File: src/rtl/rpn_stack_engine.sv
// rpn_stack_engine: command-driven RPN evaluator that sequences push/pop strobes on an external LIFO.
// Latency: accept to RES_STB is 1 cycle for PUSH, 3 for DUP and 5 for binary ops; DROP and REJECT finish in 1 cycle.
// Backpressure: CMD_RDY is high only in IDLE, and commands offered while busy are dropped. Define RPN_MUL_EN to enable opcode 8 (MUL).
module rpn_stack_engine #(
  parameter  int DEPTH = 16,
  parameter  int DW    = 32,
  localparam int DCW   = $clog2(DEPTH + 1)
) (
  input  logic           CLK,
  input  logic           RST,
  input  logic           CMD_STB,
  input  logic [3:0]     CMD_OP,
  input  logic [DW-1:0]  CMD_DAT,
  output logic           CMD_RDY,
  output logic           RES_STB,
  output logic [DW-1:0]  RES_DAT,
  output logic           ERR,
  output logic [DCW-1:0] DEPTH_O,
  output logic           STK_PUSH_STB,
  output logic [DW-1:0]  STK_PUSH_DAT,
  output logic           STK_POP_STB,
  input  logic [DW-1:0]  STK_POP_DAT,
  input  logic           STK_POP_ACK
);

  localparam logic [3:0] OP_PUSH = 4'd0;
  localparam logic [3:0] OP_ADD  = 4'd1;
  localparam logic [3:0] OP_SUB  = 4'd2;
  localparam logic [3:0] OP_AND  = 4'd3;
  localparam logic [3:0] OP_OR   = 4'd4;
  localparam logic [3:0] OP_XOR  = 4'd5;
  localparam logic [3:0] OP_DUP  = 4'd6;
  localparam logic [3:0] OP_DROP = 4'd7;
  localparam logic [3:0] OP_MUL  = 4'd8;

  localparam logic [DCW-1:0] D_FULL = DCW'(DEPTH);
  localparam logic [DCW-1:0] D_ONE  = DCW'(1);
  localparam logic [DCW-1:0] D_TWO  = DCW'(2);

  typedef enum logic [2:0] {
    S_IDLE, S_SETTLE1, S_RD_B, S_SETTLE2, S_RD_A, S_EXEC, S_REJECT
  } state_t;

  state_t         state_q;
  logic [3:0]     op_q;
  logic [DW-1:0]  b_q;
  logic [DCW-1:0] depth_q;
  logic           err_q;
  logic           res_stb_q;
  logic [DW-1:0]  res_dat_q;
  logic           push_stb_q;
  logic [DW-1:0]  push_dat_q;
  logic           pop_stb_q;

  logic           cmd_ok;
  logic [DW-1:0]  alu_d;

  assign CMD_RDY      = (state_q == S_IDLE);
  assign RES_STB      = res_stb_q;
  assign RES_DAT      = res_dat_q;
  assign ERR          = err_q;
  assign DEPTH_O      = depth_q;
  assign STK_PUSH_STB = push_stb_q;
  assign STK_PUSH_DAT = push_dat_q;
  assign STK_POP_STB  = pop_stb_q;

  // Admission check on the offered opcode, using the local depth count and the stack's empty flag
  always_comb begin
    cmd_ok = 1'b0;
    case (CMD_OP)
      OP_PUSH: cmd_ok = (depth_q < D_FULL);
      OP_ADD, OP_SUB, OP_AND, OP_OR, OP_XOR:
               cmd_ok = (depth_q >= D_TWO) && !STK_POP_ACK;
`ifdef RPN_MUL_EN
      OP_MUL:  cmd_ok = (depth_q >= D_TWO) && !STK_POP_ACK;
`endif
      OP_DUP:  cmd_ok = (depth_q >= D_ONE) && !STK_POP_ACK && (depth_q < D_FULL);
      OP_DROP: cmd_ok = (depth_q >= D_ONE) && !STK_POP_ACK;
      default: cmd_ok = 1'b0;
    endcase
  end

  // Binary-op result: a is the second entry, read live in RD_A; b was latched in RD_B
  always_comb begin
    alu_d = b_q;
    case (op_q)
      OP_ADD:  alu_d = STK_POP_DAT + b_q;
      OP_SUB:  alu_d = STK_POP_DAT - b_q;
      OP_AND:  alu_d = STK_POP_DAT & b_q;
      OP_OR:   alu_d = STK_POP_DAT | b_q;
      OP_XOR:  alu_d = STK_POP_DAT ^ b_q;
`ifdef RPN_MUL_EN
      OP_MUL:  alu_d = STK_POP_DAT * b_q;
`endif
      default: alu_d = b_q;
    endcase
  end

  // Command sequencer; strobes are registered on entry to the state that owns them and are one cycle wide
  always_ff @(posedge CLK) begin
    if (!RST) begin
      state_q    <= S_IDLE;
      op_q       <= OP_PUSH;
      b_q        <= '0;
      depth_q    <= '0;
      err_q      <= 1'b0;
      res_stb_q  <= 1'b0;
      res_dat_q  <= '0;
      push_stb_q <= 1'b0;
      push_dat_q <= '0;
      pop_stb_q  <= 1'b0;
    end else begin
      res_stb_q  <= 1'b0;
      push_stb_q <= 1'b0;
      pop_stb_q  <= 1'b0;
      case (state_q)
        S_IDLE: begin
          if (CMD_STB) begin
            op_q <= CMD_OP;
            if (!cmd_ok) begin
              state_q <= S_REJECT;
              err_q   <= 1'b1;
            end else if (CMD_OP == OP_PUSH) begin
              state_q    <= S_EXEC;
              push_stb_q <= 1'b1;
              push_dat_q <= CMD_DAT;
              res_stb_q  <= 1'b1;
              res_dat_q  <= CMD_DAT;
              depth_q    <= depth_q + D_ONE;
            end else if (CMD_OP == OP_DROP) begin
              state_q   <= S_EXEC;
              pop_stb_q <= 1'b1;
              depth_q   <= depth_q - D_ONE;
            end else begin
              state_q <= S_SETTLE1;
            end
          end
        end
        S_SETTLE1: begin
          state_q <= S_RD_B;
          // DUP only peeks at the top entry, so it pops nothing
          if (op_q != OP_DUP) begin
            pop_stb_q <= 1'b1;
            depth_q   <= depth_q - D_ONE;
          end
        end
        S_RD_B: begin
          b_q <= STK_POP_DAT;
          if (op_q == OP_DUP) begin
            state_q    <= S_EXEC;
            push_stb_q <= 1'b1;
            push_dat_q <= STK_POP_DAT;
            res_stb_q  <= 1'b1;
            res_dat_q  <= STK_POP_DAT;
            depth_q    <= depth_q + D_ONE;
          end else begin
            state_q <= S_SETTLE2;
          end
        end
        S_SETTLE2: begin
          state_q   <= S_RD_A;
          pop_stb_q <= 1'b1;
          depth_q   <= depth_q - D_ONE;
        end
        S_RD_A: begin
          state_q    <= S_EXEC;
          push_stb_q <= 1'b1;
          push_dat_q <= alu_d;
          res_stb_q  <= 1'b1;
          res_dat_q  <= alu_d;
          depth_q    <= depth_q + D_ONE;
        end
        S_EXEC, S_REJECT: state_q <= S_IDLE;
        default:          state_q <= S_IDLE;
      endcase
    end
  end

endmodule

File: config.mk
export PLATFORM = sky130hd
export DESIGN_NAME = rpn_stack_engine
export DESIGN_NICKNAME = d
export VERILOG_FILES = /design/src/rtl/rpn_stack_engine.sv
export SDC_FILE = /design/constraint.sdc
export NUM_CORES = 1
export LEC_CHECK = 0
export BUFFER_PORTS_ARGS = -buffer_cell sky130_fd_sc_hd__buf_4
export CAP_MARGIN = 30
export CORE_AREA = 10 10 134 149
export CTS_CLUSTER_SIZE = 25
export DETAILED_ROUTE_END_ITERATION = 7
export DIE_AREA = 0 0 144 159
export GPL_TIMING_DRIVEN = 0
export PLACE_DENSITY = 0.71
export SETUP_SLACK_MARGIN = 0.4
export SLEW_MARGIN = 25
export SYNTH_ARGS = -nofsm -noshare
export SYNTH_HDL_FRONTEND = slang
export SYNTH_SLANG_ARGS = --single-unit
export TNS_END_PERCENT = 50
File: constraint.sdc
create_clock -name CLK -period 4.2 [get_ports CLK]
set_clock_uncertainty 0.2 [all_clocks]
set_input_delay 0.42 -clock CLK [delete_from_list [all_inputs] [get_ports CLK]]
set_output_delay 0.42 -clock CLK [all_outputs]
set_load 0.02 [all_outputs]
# == After elaboration in Yosys (flattened, before gate mapping) ==
# Index checks and enable logic that the tools add are counted.
# totals
register_bits,79
in_bits,72
# op_classes
add_sub_neg,4
n_lt_le_gt_ge,3
n_eq_ne,24
n_mux,31
bitwise,4
reduce_logical,13
# op_table
operator,count
$pmux 32 s5,1
$mux 32,4
$pmux 32 s3,1
$add 32x32->32,1
$and 32x32->32,1
$or 32x32->32,1
$sub 32x32->32,1
$xor 32x32->32,1
$mux 5,6
$eq 4x3->1 const B,7
$pmux 5 s5,1
$eq 4x2->1 const B,4
$mux 3,5
$pmux 3 s5,1
$mux 1,9
$eq 4x1->1 const B,2
$eq 3x2->1 const B,2
$ne 2x2->1 const B,3
$pmux 1 s3,2
$reduce_and 6->1,1
$add 5x1->5 const B,1
$ge 5x1->1 const B,1
$ge 5x2->1 const B,1
$lt 5x5->1 const B,1
other kinds (18),21

# == Logic depth before layout (Yosys ltp) ==
# Gate-level depths: netlist of run 1.
# logic_depth
word_depth,7
depth_mapped,16
ltp_nobuf,15

# == Worst setup path before layout of run 1 ==
# No wires, ideal clock.
# synth_timing
path_type,register to register
startpoint,reg b_q[2]
endpoint,reg push_dat_q[29] (netlist: STK_PUSH_DAT[29])
setup_time_ps,134
arrival_time_ps,3444
required_time_ps,3866
slack_ps,422
stages_incl_launch_ff,16
n_path_buf,1
path_cell_list,dfxtp_1 > nor4_2 > nand3_1 > nor4_2 > nand2_1 > o41ai_2 > xnor2_1 > ha_1 > clkbuf_1 > a21o_1 > a21o_1 > a221oi_1 > o21a_1 > o21ai_0 > a211oi_1 > o22ai_1
# synth_via
elab_chain_cells,3
word_cells_on_any_way,4
cone_classes,add/sub (2); mux (2)
# synth_lines
element,line_no,rtl
"start, declared",46,logic [DW-1:0] b_q;
"start signal, assigned",104,b_q <= '0;
"start signal, assigned",148,b_q <= STK_POP_DAT;
$sub 32x32->32 / $add 32x32->32 (equally long branches),"88, 87",
$pmux 32 s5 *,86,case (op_q)
$pmux 32 s3 *,116,case (state_q)
"end signal, assigned",168,push_dat_q <= alu_d;
"end, declared",52,logic [DW-1:0] push_dat_q;
# Mark *: on every way between the ends. The rest lies on a longest branch, timed or not.
# A chain may end at the register's enable or synchronous reset.

# == Worst setup path after layout of run 1 ==
# layout_timing
startpoint,reg b_q[5]
endpoint,reg push_dat_q[29] (netlist: STK_PUSH_DAT[29])
# The elaborated chain is that of the path after synthesis.

==> run metrics, run 1 <==
Slew headroom 33.2%; CP arrival 4.00 ns; largest family of logic cells by synthesized area compound AO/OA/AOI/OAI gates; Post-Synth Simple-Gate Area around a fifth; fin. max-slew vios 0; CTS Buf Count 9; total die area 22900 um^2; die width 144 um; critical path type flip-flop to flip-flop; Primary FF master, synth dfxtp_1; GRT Resource Usage Total 28.5%; diodes inserted 0; commonest cells in the netlist nand2_1 (147), a21oi_1 (106), ha_1 (100), nor2_1 (85), inv_1 (84); initial antenna violation count 0; Starting Density 49.3%; EDFF count, synth 0; Clock Path Buffers 2; max-cap violations 0; top-count cell post-synth nand2_1; Yosys reg bits 79; PortBufs 145; Post-DP HPWL 25.1 mm; Synth top area share 19.1%; setup_tns 0 ns; worst skew pair latency 0.37 ns; # IOs 146; GR Overflow Total 0; post-synth cell types 82; drc violations 0; number of global-route vias before repair around 9000; Hold Violations, Final 0; share of cells above drive strength 1 25.3%; CP most frequent cell nand3_1; Row Count 50; status complete, no violations; Final setup violation count 0; router iterations before antenna repair 7; synthesized cell area 8290 um^2; post-synthesis compound-gate area fraction 29.1%; CP peak stage delay 0.39 ns; Worst Path Required 4.22 ns; WL final 34.2 mm; WHS 0.126 ns; clk sinks 79; crit path max-delay cell type or3_1; crit start category flip-flop; hold buffers post-CTS 0; root buffer cell clkbuf_16; fraction of registers with async set/reset 0%; RePlAce Congestion ~1; clock slew at reported path FFs 0.08 ns; TritonCTS clock tree yes; first-pass GRT wire length 51.3 mm; Cells after Synth 1134; area delta synth->final 28.5%; Die Ht 159 um; core area 16800 um^2; main area contributors after synthesis dfxtp_1 (19%), ha_1 (15%), nand2_1 (6.7%); Setup crit end kind flip-flop; RSZ-0062 raised after global routing true; H-tree depth 3; post-synthesis mux area share 0.619%; cell taking the most area after synthesis dfxtp_1; cell-by-cell trace of the critical path nor4_4 > nand3_2 > nor3_2 > nand2_1 > o31ai_1 > xnor2_1 > ha_1 > clkbuf_2 > nand3_1 > or3_1 > nand3_1 > o21ai_2 > a211oi_2 > o22ai_1; adder-cell area share of the yosys netlist 15.3%; CP max FO 10; FMAX 0.252 GHz; min cycle time layout between 3 and 4 ns; syn nets 1307; antenna-violating nets left 0; worst hold-check path type input pin to flip-flop; Vias 9618; mean post-synth cell area between 7 and 8 um^2; fill count 1605; worst-margin pin slew ~1.0 ns; Iter 0 DRT Violations between 800 and 900; largest net degree at the start of global routing 16; Avg Vias per Cell between 6 and 7; post-route clock period utilization 94.6%; Final nets 1498; synth warn 0; Seq/Total Area, Yosys 19.1%; WL/cell between 20 and 25 um; xor/xnor share of the synthesized area 5.39%
==> worst paths after layout <==
| path | start | end | slack, ns | depth (start not counted) |
|---|---|---|---|---|
| worst min-delay path | STK_POP_DAT[0] | b_q[0]$_SDFFE_PN0P_ | 0.13 | 3 |
| worst max register to register | b_q[5]$_SDFFE_PN0P_ | STK_PUSH_DAT[29]$_SDFFE_PN0P_ | 0.23 | 14 |
| worst min register to register | ERR$_SDFFE_PN0P_ | ERR$_SDFFE_PN0P_ | 0.29 | 2 |
| worst max-delay path | b_q[5]$_SDFFE_PN0P_ | STK_PUSH_DAT[29]$_SDFFE_PN0P_ | 0.23 | 14 |
==> final cells by class <==
class | instances | area, um^2 | area share, %
timing repair buffer | 180 | 1370 | 12.9
clock buffer | 10 | 229 | 2.15
tap | 208 | 260 | 2.44
sequential | 79 | 1600 | 15.0
inverter | 84 | 315 | 2.96
multi-input combinational | 872 | 6250 | 58.6
buffer | 99 | 578 | 5.43
clock inverter | 6 | 52.6 | 0.493
==> cells by family (layout without fill, tap and decap cells) <==
| kind of cell | Yosys count | count (layout) |
|---|---|---|
| AOI/OAI and AO/OA | 361 | 361 |
| DFF | 79 | 79 |
| xor gates and xnor gates | 51 | 51 |
| adders and majority gates | 101 | 101 |
| and+or+nand+nor | 354 | 354 |
| muxes | 5 | 5 |
| buffers and inverters | 183 | 379 |
==> critical path: cells and delay by family, from the launching register on <==
kind	cells	cell delay, ns
buffers and inverters	1	0.22
flip-flops	1	0.36
AND/OR/NAND/NOR	7	1.69
adder cells (fa/ha/maj)	1	0.32
AO/OA/AOI/OAI	4	0.91
XOR/XNOR	1	0.11
==> metrics by stage <==
stage / utilization [%] / area (um^2) / cells / worst slack [ns]
4_1_cts: 61.3 / 10300 / 1523 / 0.236
5_1_grt: 63.3 / 10700 / 1538 / 0.118
6_report: 63.3 / 10700 / 1538 / 0.226
2_1_floorplan: - / 8290 / 1134 / 0.422
3_5_place_dp: 57.3 / 9640 / 1487 / -0.871
3_3_place_gp: 57.3 / 9640 / 1487 / -0.836
==> state kept, by name (all words and copies together), names as in the netlist <==
name	cells
DEPTH_O	5
ERR	1
STK_POP_STB	1
STK_PUSH_DAT	32
STK_PUSH_STB	1
b_q	32
op_q	4
state_q	3
==> routing by layer <==
metal  track usage (%)  wire, um  share of wire [%]
met4              12.7      1500                4.4
met5                 0         0                  0
met3              6.88      3550                 10
met1              36.4     13700                 40
met2              44.0     15400                 45
==> what timing repair did <==
item	CTS	global route
setup buffers	20	14
pin swaps	24	42
endpoints found under the setup margin	28	16
resized for setup	64	60
==> cells in the final DEF (no fill, tap or decap), types with 5 or more instances in the layout <==
cell type,count
xor2_1,7
buf_6,8
buf_4,208
o22ai_1,5
o21ai_0,66
nor3_2,5
nand4_1,16
inv_1,82
a21oi_1,96
xnor2_1,44
a221oi_1,37
or3_1,5
a21o_1,14
nor3_1,13
ha_1,97
dfxtp_1,73
clkbuf_1,39
nand2_1,145
buf_2,14
nor4_1,5
a31oi_1,19
o211ai_1,6
nor2_1,81
and3_1,11
a211oi_1,10
o21ai_1,7
a41oi_1,8
o21a_1,9
clkbuf_16,9
nand3_1,18
and2_1,5
o221ai_1,5
a21oi_2,10
nand2b_1,5
Power of run 1 is not shown: default switching activity piles up to over one toggle a cycle in this logic, so the estimate is an artifact.
==> inputs of run 2 (changes only) <==
- CELL_PAD_IN_SITES_DETAIL_PLACEMENT: unset -> 0
- CELL_PAD_IN_SITES_GLOBAL_PLACEMENT: unset -> 2
- CORE_AREA: 10 10 134 149 -> 10 10 163 180
- DIE_AREA: 0 0 144 159 -> 0 0 173 190
- PLACE_DENSITY: 0.71 -> 0.81
==> run 2 against run 1 <==
Worst hold slack better by 0.0048 ns. Die area is 44% higher. Largest cell class unchanged. Cell area rose by 3.3%. Register-to-register slack gained 0.03 ns. Critical path depth up 1. Highest routed layer unchanged. Fmax rose by 0.86%. Count of clock-buffer cells in the layout stayed put. Via count shrank 3.5%. Sequential share of layout area shrank 0.47 points. Routed wire length up 13%. First-iteration DRC count decreased by 4.7%.
==> run metrics, run 2 (synthesis results as in run 1) <==
initial antenna violation count 0 (unchanged); root buffer cell clkbuf_16 (unchanged); CP max FO 6 (was 10); RSZ-0062 raised after global routing true (unchanged); CP peak stage delay 0.38 ns (was 0.39 ns); FMAX 0.254 GHz (was 0.252 GHz); drc violations 0 (unchanged); largest net degree at the start of global routing 16 (unchanged); number of global-route vias before repair 9042 (was 9001); Final nets 1501 (was 1498); Row Count 62 (was 50); Iter 0 DRT Violations 806 (was 846); Final Instance Area 11000 um^2 (was 10700 um^2); H-tree depth 3 (unchanged); TritonCTS clock tree yes (unchanged); RePlAce Congestion 0.914 (was 1.00); Vias 9280 (was 9618); grt met1 use 28.5% (was 36.4%); Placed Area 9830 um^2 (was 9640 um^2); Top delay family on crit path compound AO/OA/AOI/OAI gates (was simple AND/OR/NAND/NOR gates); worst-margin pin slew 0.988 ns (was 1.00 ns); Hold Violations, Final 0 (unchanged); Clock Path Buffers 2 (unchanged); router iterations before antenna repair 7 (unchanged); critical path type flip-flop to flip-flop (unchanged); # IOs 146 (unchanged); clock slew at reported path FFs 0.08 ns (about the same); antenna-violating nets left 0 (unchanged); total die area 32900 um^2 (was 22900 um^2); grt met3 use 3.75% (was 6.88%); post-route clock period utilization 93.8% (was 94.6%); Bufs and invs on worst path 1 (unchanged); register area 1600 um^2 (about the same); Slew headroom 34.1% (was 33.2%); most frequent cells in the layout buf_4 (215), nand2_1 (141), ha_1 (93), a21oi_1 (91), inv_1 (83) (was buf_4 (208), nand2_1 (145), ha_1 (97), a21oi_1 (96), inv_1 (82)); GR Overflow Total 0 (unchanged); WL final 38.6 mm (was 34.2 mm); CP arrival 3.94 ns (was 4.00 ns); Worst Path Required 4.20 ns (was 4.22 ns); fin. max-slew vios 0 (unchanged); Starting Density 32.2% (was 49.3%); final core occ 42.7% (was 63.3%); status complete, no violations (unchanged); area of the multi-input gates 6380 um^2 (was 6250 um^2); hold buffers post-CTS 0 (unchanged); Die Ht 190 um (was 159 um); core area 25800 um^2 (was 16800 um^2); min cycle time layout 3.94 ns (was 3.97 ns); M2 GR Usage 38.1% (was 44.0%); fill count 2784 (was 1605); WL/cell 22.9 um (was 22.2 um); diodes inserted 0 (unchanged); max-cap violations 0 (unchanged); die width 173 um (was 144 um); busiest metal layer after global routing met2 (unchanged); share of cells above drive strength 1 27.3% (was 25.3%); Setup crit end kind flip-flop (unchanged); worst hold-check path type input pin to flip-flop (unchanged); clk sinks 79 (unchanged); GRT Resource Usage Total 22.5% (was 28.5%); crit path max-delay cell type dfxtp_4 (was or3_1); crit start category flip-flop (unchanged); Final setup violation count 0 (unchanged); PortBufs 145 (unchanged); Avg Vias per Cell 5.51 (was 6.25); worst skew pair latency 0.36 ns (was 0.37 ns); Post-DP HPWL 29.0 mm (was 25.1 mm); first-pass GRT wire length 56.9 mm (was 51.3 mm); CTS Buf Count 9 (unchanged); commonest non-fill, non-tap cell in the layout buf_4 (unchanged); area delta synth->final 32.8% (was 28.5%); cell-by-cell trace of the critical path nor4_4 > nand2_2 > nor4_4 > nand2_2 > o41ai_4 > xnor2_1 > ha_1 > clkbuf_8 > a21o_1 > a21o_1 > a221oi_4 > o21a_1 > o21ai_2 > a211oi_2 > o22ai_1 (was nor4_4 > nand3_2 > nor3_2 > nand2_1 > o31ai_1 > xnor2_1 > ha_1 > clkbuf_2 > nand3_1 > or3_1 > nand3_1 > o21ai_2 > a211oi_2 > o22ai_1)
## run 2: cell types whose count changed in the layout (fill, tap and decap cells not counted), moves of 4 or more
cell	delta
a21oi_1	-5
o21ai_0	-5
nand2_2	+4
ha_1	-4
nand2_1	-4
buf_4	+7
## run 2: final timing paths
kind              cells after the start                 from                       endpoint  slack, ns
setup / recovery                     15  b_q[9]$_SDFFE_PN0P_  STK_PUSH_DAT[29]$_SDFFE_PN0P_       0.26
hold reg to reg                       2     ERR$_SDFFE_PN0P_               ERR$_SDFFE_PN0P_       0.28
hold / removal                        3       STK_POP_DAT[5]            b_q[5]$_SDFFE_PN0P_       0.13
setup reg to reg                     15  b_q[9]$_SDFFE_PN0P_  STK_PUSH_DAT[29]$_SDFFE_PN0P_       0.26
## run 2: stage by stage
step	setup slack, ns	setup TNS, ns	std cells	hold WS, ns
global placement	-1.09	-13.85	1631	0.261
floorplan	0.422	0	1134	0.265
detailed placement	-1.05	-13.63	1632	0.266
finish	0.260	0	1685	0.131
global route	0.126	0	1685	0.137
CTS	0.217	0	1676	0.121
## run 2: layer usage
layer	up-vias	wire length, um
li1	4465	-
met1	4514	17600
met2	252	18300
met3	49	1750
met4	0	994
met5	-	0
## run 2: final cells by class
cell class / count / share of cell area, %
flip-flops and latches: 79 / 14.5
repair buffers: 183 / 12.7
multi-input cells: 872 / 57.9
inverters: 84 / 2.86
well taps: 352 / 4.00
plain buffers: 99 / 5.39
clock inverters: 6 / 0.455
clock buffers: 10 / 2.17
## run 2: tightest hold or removal path: stages
cell     delay [ns]
buf_4          0.13
nand2_1        0.06
a21oi_1        0.05
## run 2: what timing repair did
action	CTS	global route
cloned	0	0
setup endpoints to repair	30	17
gates resized for setup	87	75
buffers inserted	28	9
endpoints found under the hold margin	0	0
pin swaps	32	40
Power of run 2 is left out for the same reason.
==> inputs of run 3 (changes only) <==
- PLACE_DENSITY: 0.81 -> 0.92
==> run 3 against run 2 <==
Flip-flop and latch count stayed put. Worst hold slack better by 0.0039 ns. Routed wire length is 2.2% lower. Register-to-register slack worse by 0.10 ns. Via count is 2.8% higher. Critical path type unchanged. Largest cell class unchanged.
==> run metrics, run 3 (synthesis results as in run 1) <==
Placed Cells 1632 (unchanged); RePlAce Congestion 0.945 (was 0.914); GRT Resource Usage Total 21.6% (was 22.5%); crit path max-delay cell type nor4_4 (was dfxtp_4); drc violations 0 (unchanged); number of global-route vias before repair 9286 (was 9042); GR Overflow Total 0 (unchanged); Avg Vias per Cell 5.64 (was 5.51); H-tree depth 3 (unchanged); WL/cell 22.3 um (was 22.9 um); post-route clock period utilization 96.3% (was 93.8%); # IOs 146 (unchanged); root buffer cell clkbuf_16 (unchanged); area delta synth->final 35.3% (was 32.8%); Hold Violations, Final 0 (unchanged); total die area 32900 um^2 (unchanged); die width 173 um (unchanged); Final setup violation count 0 (unchanged); worst skew pair latency 0.36 ns (about the same); largest net degree at the start of global routing 15 (was 16); min cycle time layout 4.04 ns (was 3.94 ns); Worst Path Required 4.21 ns (was 4.20 ns); fill count 2734 (was 2784); Slew headroom 30.9% (was 34.1%); Vias 9543 (was 9280); CP arrival 4.06 ns (was 3.94 ns); commonest non-fill, non-tap cell in the layout buf_4 (unchanged); crit start category flip-flop (unchanged); status complete, no violations (unchanged); clock slew at reported path FFs 0.07 ns (was 0.08 ns); grt met1 use 27.5% (was 28.5%); Starting Density 32.2% (unchanged); router iterations before antenna repair 5 (was 7); critical path type flip-flop to flip-flop (unchanged); first-pass GRT wire length 55.6 mm (was 56.9 mm); worst-margin pin slew 1.04 ns (was 0.988 ns); Row Count 62 (unchanged); Setup crit end kind flip-flop (unchanged); WL final 37.8 mm (was 38.6 mm); grt met3 use 3.73% (was 3.75%); Post-DP HPWL 28.2 mm (was 29.0 mm); Cell Count, Final, Fillers Out 1692 (was 1685); Clock Path Buffers 2 (unchanged); CP peak stage delay 0.40 ns (was 0.38 ns); CP max FO 10 (was 6); M2 GR Usage 35.6% (was 38.1%); share of cells above drive strength 1 28.0% (was 27.3%); busiest metal layer after global routing met2 (unchanged); antenna-violating nets left 0 (unchanged); setup_tns 0 ns (unchanged); most frequent cells in the layout buf_4 (213), nand2_1 (144), a21oi_1 (93), ha_1 (92), inv_1 (81) (was buf_4 (215), nand2_1 (141), ha_1 (93), a21oi_1 (91), inv_1 (83)); max-cap violations 0 (unchanged); PortBufs 145 (unchanged); TritonCTS clock tree yes (unchanged); FMAX 0.247 GHz (was 0.254 GHz); Iter 0 DRT Violations 710 (was 806); fin. max-slew vios 0 (unchanged); cell-by-cell trace of the critical path nor4_4 > nand2_2 > nor4_4 > nand2_2 > buf_4 > o21ai_2 > xnor2_1 > ha_1 > clkbuf_8 > nand2_1 > o21ai_1 > a221oi_4 > o21a_1 > o21ai_2 > a211oi_4 > o22ai_2 (was nor4_4 > nand2_2 > nor4_4 > nand2_2 > o41ai_4 > xnor2_1 > ha_1 > clkbuf_8 > a21o_1 > a21o_1 > a221oi_4 > o21a_1 > o21ai_2 > a211oi_2 > o22ai_1); Final nets 1509 (was 1501); worst hold-check path type input pin to flip-flop (unchanged); core area 25800 um^2 (unchanged); diodes inserted 0 (unchanged); clk sinks 79 (unchanged); CTS Buf Count 9 (unchanged); initial antenna violation count 0 (unchanged); RSZ-0062 raised after global routing true (unchanged); Die Ht 190 um (unchanged)
[run 3: cell count changes in the layout (fill, tap and decap cells not counted), moves of 3 or more]
cell / previous run / this run
nand2_1: 141 / 144
nand2_2: 6 / 3
a21oi_2: 13 / 9
clkbuf_8: 3 / 6
buf_6: 5 / 11
nor3_2: 2 / 5
nor3_1: 16 / 13
[run 3: layout make-up]
| type | count | area [um^2] | area share, % |
|---|---|---|---|
| Buffer | 99 | 603 | 5.37 |
| Clock buffer | 10 | 239 | 2.13 |
| Clock inverter | 5 | 42.5 | 0.379 |
| Inverter | 84 | 315 | 2.81 |
| Multi-Input combinational cell | 872 | 6480 | 57.8 |
| Sequential cell | 79 | 1600 | 14.2 |
| Tap cell | 352 | 440 | 3.93 |
| Timing Repair Buffer | 191 | 1500 | 13.4 |
[run 3: worst paths after layout]
path	from	end	slack, ns	cells past startpoint
min	STK_POP_DAT[5]	b_q[5]$_SDFFE_PN0P_	0.14	3
max	b_q[9]$_SDFFE_PN0P_	STK_PUSH_DAT[29]$_SDFFE_PN0P_	0.16	16
max reg2reg	b_q[9]$_SDFFE_PN0P_	STK_PUSH_DAT[29]$_SDFFE_PN0P_	0.16	16
min reg2reg	ERR$_SDFFE_PN0P_	ERR$_SDFFE_PN0P_	0.28	2
[run 3: metrics by stage]
stage	utilization [%]	hold slack, ns	area (um^2)	worst slack, ns
detailed placement	38.2	0.266	9830	-1.04
CTS	41.8	0.124	10800	0.164
global route	43.6	0.143	11200	0.113
floorplan	-	0.265	8290	0.422
global placement	38.1	0.258	9820	-0.982
finish	43.6	0.135	11200	0.157
[run 3: critical path: cells and delay by family, from the launching register on]
kind,cells,cell delay (ns)
flip-flops,1,0.37
adder cells (fa/ha/maj),1,0.35
buffers and inverters,2,0.36
AO/OA/AOI/OAI,7,1.31
AND/OR/NAND/NOR,5,1.11
XOR/XNOR,1,0.18
[run 3: timing repair]
| item | CTS | global route |
|---|---|---|
| pin swaps | 46 | 46 |
| buffers inserted | 31 | 14 |
| gates resized for setup | 101 | 82 |
| setup endpoints to repair | 28 | 22 |
| hold buffers | 0 | 0 |
| cloned | 0 | 0 |
[run 3: routing by layer]
metal / part of all wire (%) / vias to the layer above
met4: 3.7 / 0
met1: 43 / 4613
met5: 0 / -
li1: - / 4474
met2: 46 / 383
met3: 6.9 / 73
Power of run 3 is left out for the same reason.
